<file path="config.mk">
export PLATFORM = sky130hd
export DESIGN_NAME = wb_write_arbiter_flat
export DESIGN_NICKNAME = d
export VERILOG_FILES = /design/src/rtl/wb_write_arbiter_if.sv /design/src/rtl/wb_write_arbiter.sv /design/src/flat_wrapper.sv
export SDC_FILE = /design/constraint.sdc
export NUM_CORES = 1
export LEC_CHECK = 0
export CAP_MARGIN = 30
export CELL_PAD_IN_SITES_DETAIL_PLACEMENT = 0
export CELL_PAD_IN_SITES_GLOBAL_PLACEMENT = 1
export CORE_MARGIN = 4
export CORE_UTILIZATION = 35
export CTS_CLUSTER_DIAMETER = 50
export CTS_CLUSTER_SIZE = 40
export DETAILED_ROUTE_END_ITERATION = 8
export PLACE_DENSITY_LB_ADDON = 0.1
export SLEW_MARGIN = 5
export SYNTH_ARGS = -nofsm -noshare
export SYNTH_HDL_FRONTEND = slang
export SYNTH_SLANG_ARGS = --single-unit
</file>
<file path="constraint.sdc">
create_clock -name clk -period 1.6 [get_ports clk]
set_input_delay 0.16 -clock clk [delete_from_list [all_inputs] [get_ports clk]]
set_output_delay 0.16 -clock clk [all_outputs]
set_load 0.005 [all_outputs]
</file>
<file path="src/rtl/wb_write_arbiter_if.sv">
// Register-file write-port bundle: pipeline writeback, mul/div result handshake,
// the registered write port itself and the decode-side busy mask.
interface wb_write_arbiter_if #(
   parameter int AW = 5,
   parameter int DW = 32
);
   logic          pipe_we;
   logic [AW-1:0] pipe_waddr;
   logic [DW-1:0] pipe_wdata;

   logic          md_valid;
   logic          md_ready;
   logic [AW-1:0] md_waddr;
   logic [DW-1:0] md_wdata;

   logic          rf_we;
   logic [AW-1:0] rf_waddr;
   logic [DW-1:0] rf_wdata;

   logic [31:0]   busy_mask;

   modport master (
      output pipe_we, pipe_waddr, pipe_wdata,
      output md_valid, md_waddr, md_wdata,
      input  md_ready,
      input  rf_we, rf_waddr, rf_wdata,
      input  busy_mask
   );

   modport slave (
      input  pipe_we, pipe_waddr, pipe_wdata,
      input  md_valid, md_waddr, md_wdata,
      output md_ready,
      output rf_we, rf_waddr, rf_wdata,
      output busy_mask
   );
endinterface

</file>
<file path="src/rtl/wb_write_arbiter.sv">
// Single register-file write port shared by pipeline writeback (always wins) and the
// mul/div unit, whose displaced results wait in a small squashable FIFO.
module wb_write_arbiter #(
   parameter int DEPTH = 2,
   parameter int AW    = 5,
   parameter int DW    = 32
) (
   input  logic                clk,
   input  logic                resetn,
   wb_write_arbiter_if.slave   bus
);

   localparam int PW = $clog2(DEPTH);
   localparam int CW = PW + 1;

   logic [DEPTH-1:0] valid_q, valid_d;
   logic [AW-1:0]    addr_q [DEPTH];
   logic [AW-1:0]    addr_d [DEPTH];
   logic [DW-1:0]    data_q [DEPTH];
   logic [DW-1:0]    data_d [DEPTH];
   logic [PW-1:0]    wr_ptr_q, wr_ptr_d;
   logic [PW-1:0]    rd_ptr_q, rd_ptr_d;
   logic [CW-1:0]    count_q, count_d;

   logic             rf_we_q, rf_we_d;
   logic [AW-1:0]    rf_waddr_q, rf_waddr_d;
   logic [DW-1:0]    rf_wdata_q, rf_wdata_d;

   logic             md_ready;
   logic             md_xfer;
   logic             md_collide;
   logic             pop;
   logic             push;
   logic             bypass;
   logic [31:0]      busy_mask;

   assign md_ready   = resetn & (count_q < CW'(DEPTH));
   assign md_xfer    = bus.md_valid & md_ready;
   assign md_collide = bus.pipe_we & (bus.pipe_waddr == bus.md_waddr);

   // Output slot selection; addr/data hold when nothing is selected.
   always_comb begin
      pop        = 1'b0;
      bypass     = 1'b0;
      rf_we_d    = 1'b0;
      rf_waddr_d = rf_waddr_q;
      rf_wdata_d = rf_wdata_q;
      if (bus.pipe_we) begin
         rf_we_d    = |bus.pipe_waddr;
         rf_waddr_d = bus.pipe_waddr;
         rf_wdata_d = bus.pipe_wdata;
      end else if (count_q != '0) begin
         pop        = 1'b1;
         rf_we_d    = valid_q[rd_ptr_q];
         rf_waddr_d = addr_q[rd_ptr_q];
         rf_wdata_d = data_q[rd_ptr_q];
      end else if (md_xfer) begin
         bypass     = 1'b1;
         rf_we_d    = |bus.md_waddr;
         rf_waddr_d = bus.md_waddr;
         rf_wdata_d = bus.md_wdata;
      end
   end

   // r0 targets and results already overwritten by a same-cycle pipe write are dropped.
   assign push = md_xfer & ~bypass & (|bus.md_waddr) & ~md_collide;

   always_comb begin
      valid_d  = valid_q;
      addr_d   = addr_q;
      data_d   = data_q;
      wr_ptr_d = wr_ptr_q;
      rd_ptr_d = rd_ptr_q;
      count_d  = count_q;

      for (int i = 0; i < DEPTH; i++) begin
         if (bus.pipe_we && (addr_q[i] == bus.pipe_waddr)) begin
            valid_d[i] = 1'b0;
         end
      end

      if (pop) begin
         valid_d[rd_ptr_q] = 1'b0;
         rd_ptr_d          = rd_ptr_q + PW'(1);
      end

      if (push) begin
         valid_d[wr_ptr_q] = 1'b1;
         addr_d[wr_ptr_q]  = bus.md_waddr;
         data_d[wr_ptr_q]  = bus.md_wdata;
         wr_ptr_d          = wr_ptr_q + PW'(1);
      end

      case ({push, pop})
         2'b10:   count_d = count_q + CW'(1);
         2'b01:   count_d = count_q - CW'(1);
         default: count_d = count_q;
      endcase
   end

   // Squashed entries drop out of the mask even though they still occupy a slot.
   always_comb begin
      busy_mask = '0;
      for (int i = 0; i < DEPTH; i++) begin
         if (valid_q[i]) begin
            busy_mask = busy_mask | (32'(1) << addr_q[i]);
         end
      end
   end

   always_ff @(posedge clk or negedge resetn) begin
      if (!resetn) begin
         valid_q    <= '0;
         wr_ptr_q   <= '0;
         rd_ptr_q   <= '0;
         count_q    <= '0;
         rf_we_q    <= 1'b0;
         rf_waddr_q <= '0;
         rf_wdata_q <= '0;
         for (int i = 0; i < DEPTH; i++) begin
            addr_q[i] <= '0;
            data_q[i] <= '0;
         end
      end else begin
         valid_q    <= valid_d;
         wr_ptr_q   <= wr_ptr_d;
         rd_ptr_q   <= rd_ptr_d;
         count_q    <= count_d;
         rf_we_q    <= rf_we_d;
         rf_waddr_q <= rf_waddr_d;
         rf_wdata_q <= rf_wdata_d;
         for (int i = 0; i < DEPTH; i++) begin
            addr_q[i] <= addr_d[i];
            data_q[i] <= data_d[i];
         end
      end
   end

   assign bus.md_ready  = md_ready;
   assign bus.rf_we     = rf_we_q;
   assign bus.rf_waddr  = rf_waddr_q;
   assign bus.rf_wdata  = rf_wdata_q;
   assign bus.busy_mask = busy_mask;

endmodule

</file>
<file path="src/flat_wrapper.sv">
// flat-port wrapper written by rule: the top's interface ports become plain ports
module wb_write_arbiter_flat 
#(
   parameter int DEPTH = 2,
   parameter int AW    = 5,
   parameter int DW    = 32
)
  (clk, resetn, bus_pipe_we, bus_pipe_waddr, bus_pipe_wdata, bus_md_valid, bus_md_waddr, bus_md_wdata, bus_md_ready, bus_rf_we, bus_rf_waddr, bus_rf_wdata, bus_busy_mask);
  wb_write_arbiter_if #(.AW(AW), .DW(DW)) bus_i ();
  input  logic clk;
  input  logic resetn;
  input wire logic [$bits(bus_i.pipe_we)-1:0] bus_pipe_we;
  input wire logic [$bits(bus_i.pipe_waddr)-1:0] bus_pipe_waddr;
  input wire logic [$bits(bus_i.pipe_wdata)-1:0] bus_pipe_wdata;
  input wire logic [$bits(bus_i.md_valid)-1:0] bus_md_valid;
  input wire logic [$bits(bus_i.md_waddr)-1:0] bus_md_waddr;
  input wire logic [$bits(bus_i.md_wdata)-1:0] bus_md_wdata;
  output wire logic [$bits(bus_i.md_ready)-1:0] bus_md_ready;
  output wire logic [$bits(bus_i.rf_we)-1:0] bus_rf_we;
  output wire logic [$bits(bus_i.rf_waddr)-1:0] bus_rf_waddr;
  output wire logic [$bits(bus_i.rf_wdata)-1:0] bus_rf_wdata;
  output wire logic [$bits(bus_i.busy_mask)-1:0] bus_busy_mask;
  assign bus_i.pipe_we = bus_pipe_we;
  assign bus_i.pipe_waddr = bus_pipe_waddr;
  assign bus_i.pipe_wdata = bus_pipe_wdata;
  assign bus_i.md_valid = bus_md_valid;
  assign bus_i.md_waddr = bus_md_waddr;
  assign bus_i.md_wdata = bus_md_wdata;
  assign bus_md_ready = bus_i.md_ready;
  assign bus_rf_we = bus_i.rf_we;
  assign bus_rf_waddr = bus_i.rf_waddr;
  assign bus_rf_wdata = bus_i.rf_wdata;
  assign bus_busy_mask = bus_i.busy_mask;
  wb_write_arbiter #(.DEPTH(DEPTH), .AW(AW), .DW(DW)) u_core (.clk(clk), .resetn(resetn), .bus(bus_i));
endmodule
</file>
==> results.sh <==
export IMPL_firstDrtPassIters=4
export IMPL_power_density_nw_per_um2=1920
export IMPL_rows=48
export IMPL_drive_gt1_share_pct=52.5
export IMPL_grt_pass1_vias=6254
export IMPL_slew_headroom_pct=46.5
export IMPL_ys_top_cells_by_area="dfrtp_1, mux2_4, mux2_2"
export IMPL_drc=0
export IMPL_synthArstFlopShare_pct=100
export IMPL_ioPinCount=149
export IMPL_fin_util_pct=62.0
export IMPL_areaGrowthSynthToFinish_pct=71.2
export IMPL_drv_cap=0
export IMPL_port_buffers=148
export IMPL_p_leak_nw=4.82
export IMPL_vdd_drop_max_v=0.000988
export IMPL_grt_use_total_pct=22.4
export IMPL_synth_top_area_share_pct=46.5
export IMPL_slew_viol_final=0
export IMPL_yosysTopAreaCell="dfrtp_1"
export IMPL_h_tree_depth=4
export IMPL_fin_hold_ws_ns=0.0294
export IMPL_cts_sinks=118
export IMPL_cp_start_kind="flop"
export IMPL_synth_nets=667
export IMPL_core_area_um2=17500
export IMPL_num_fill_cells=1393
export IMPL_cts_buffer_depth=2
export IMPL_fp_dieH_um=143
export IMPL_dp_hpwl_um=13200
export IMPL_synth_distinct_cells=39
export IMPL_status="finished with violations"
export IMPL_critPathKind="flop to flop"
export IMPL_layout_setup_ws_ns=-0.338
export IMPL_clk_latency_ns=0.42
export IMPL_synthCells=588
export IMPL_grt_overflow=0
export IMPL_multi_input_area_um2=4160
export IMPL_die_width_um=143
export IMPL_hp_class="primary input to async pin"
export IMPL_cts_buffers=17
export IMPL_start_util_pct=36.2
export IMPL_syn_avg_cell_area_um2=10.8
export IMPL_vias=5819
export IMPL_gp_congestion=0.818
export IMPL_grt_antenna_before_repair=0
export IMPL_synth_top_flop_cell="dfrtp_1"
export IMPL_nNetsFinal=918
export IMPL_drt_total_wl_um=23000
export IMPL_finalCritPeriodShare_pct=121
export IMPL_viasPerCell=5.40
export IMPL_wl_per_cell_um=21.4
export IMPL_ys_ff_latch=118
export IMPL_seq_area_frac_synth_pct=46.5
export IMPL_hold_viol_final=0
export IMPL_cp_max_fo=12
export IMPL_grt_pass1_wl_um=35500
export IMPL_grt_max_degree=119
export IMPL_rsz0062_at_grt="yes"
export IMPL_worst_clock_skew_ns=0.00551
export IMPL_detail_route_antenna_nets=0
export IMPL_required_ns=1.94
export IMPL_clk_pin_slew_ns=0.06
export IMPL_setup_viol=147
export IMPL_cts_tree="yes"
export IMPL_root_buffer="clkbuf_16"
export IMPL_worst_slew_pin_transition_ns=0.802
export IMPL_fmax_mhz=516
export IMPL_critical_path_endpoint_type="flop"
export IMPL_die_area_um2=20400
export IMPL_fin_crit_ns=1.94
export IMPL_synthesis_area_um2=6350
export IMPL_drt_iter0_drc=267
export IMPL_violations="negative setup slack"
export IMPL_cp_data_arrival_time_ns=2.27
export IMPL_fin_setup_tns_ns=-37.72
export IMPL_synth_edf_count=0
export IMPL_yosysWarnings=0
export IMPL_regArea_um2=2960
export IMPL_final_cell_mix="clkdlybuf4s50_1, dfrtp_1, buf_4"
[logic make-up (layout without fill, tap and decap cells)]
family                   Yosys count  after routing  synth area share, %
AO/OA/AOI/OAI                    155            155                 14.9
AND/OR/NAND/NOR                  130            130                 10.3
flip-flops                       118            118                 46.5
multiplexers                     112            112                 21.4
buffers and inverters             52            316                 3.98
XOR/XNOR                          20             20                 2.76
adder cells (fa/ha/maj)            1              1                0.197
other                              0              1                    0
[where the power goes]
| part | internal, mW | switching [mW] |
|---|---|---|
| sequential | 4.52 | 1.22 |
| clock | 2.58 | 1.40 |
| combinational | 6.21 | 4.93 |
| total | 13.3 | 7.55 |
[metrics by stage]
stage	instance area [um^2]	instances	power [mW]	setup slack, ns
global placement	8590	987	13.1	-0.819
detailed placement	8590	987	13.4	-0.886
global route	10900	1077	22.0	-0.421
CTS	10200	1064	19.5	-0.320
finish	10900	1078	20.9	-0.338
floorplan	6360	588	9.78	-0.118
[final timing paths]
path / start / to / slack (ns) / cells past startpoint
worst max-delay path: u_core.count_q[1]$_DFFE_PN0P_ / u_core.bus.rf_wdata[7]$_DFFE_PN0P_ / -0.34 / 8
worst min-delay path: resetn / u_core.data_q[25]$_DFFE_PN0P_ / 0.03 / 3
worst max register to register: u_core.count_q[1]$_DFFE_PN0P_ / u_core.bus.rf_wdata[7]$_DFFE_PN0P_ / -0.34 / 8
worst min register to register: u_core.bus.rf_wdata[29]$_DFFE_PN0P_ / u_core.bus.rf_wdata[29]$_DFFE_PN0P_ / 0.48 / 2
max in group asynchronous: resetn / u_core.count_q[1]$_DFFE_PN0P_ / 1.02 / 3
min in group clk: bus_md_waddr[3] / u_core.addr_q[3]$_DFFE_PN0P_ / 0.30 / 3
[cells in the mapped netlist (2+ instances only)]
master,number
dfrtp_1,118
nand2_1,43
a21oi_1,40
o21ai_0,39
mux2_4,38
mux2i_1,38
nor3_1,38
mux2_2,36
a211oi_1,35
clkbuf_1,31
o22ai_1,26
nand2b_1,12
xnor2_1,10
xor2_1,10
buf_2,7
buf_6,6
nor2_1,6
o32ai_1,6
or2_2,6
buf_1,5
nand3_1,4
nor2b_1,4
nand3b_1,3
nand4b_1,3
nor4_1,3
a2111oi_0,2
a211o_1,2
and3_1,2
inv_1,2
nand4_1,2
o21ai_1,2
or3_1,2
[what timing repair did]
action,in CTS,in global routing
gates cloned,8,5
hold endpoints to repair,0,0
hold buffers,0,0
buffers inserted,39,13
endpoints found under the setup margin,148,149
pin swaps,59,47
resized for setup,325,120
[registers in the layout (all words and copies together) (netlist names)]
signal and count:
u_core.bus.rf_waddr 5, u_core.rd_ptr_q 1, u_core.data_q 64, u_core.addr_q 10, u_core.wr_ptr_q 1, u_core.valid_q 2, u_core.bus.rf_wdata 32, u_core.bus.rf_we 1
u_core.count_q 2
[area by class of cell]
type | instances | area share (%)
antenna | 1 | 0.0230
clock buffer | 21 | 4.33
clock inverter | 11 | 1.36
inverter | 2 | 0.0691
multi-input combinational | 418 | 38.3
sequential | 118 | 27.3
tap | 225 | 2.59
timing repair buffer | 282 | 26.1
[metal layers]
metal	vias to the layer above	wire length, um	GRT usage, %
met4	0	288	6.55
li1	2681	-	-
met1	2972	9970	29.2
met3	17	1230	5.49
met2	149	11600	37.0
met5	-	0	0
[critical path, cell delays in order (launching register included)]
cell and delay (ns):
dfrtp_2 0.45, buf_4 0.15, buf_6 0.11, buf_12 0.13
or2_4 0.32, buf_8 0.19, a211oi_4 0.29, a21oi_1 0.07
o21ai_1 0.15
No activity file was read; power rests on OpenSTA's default activity.
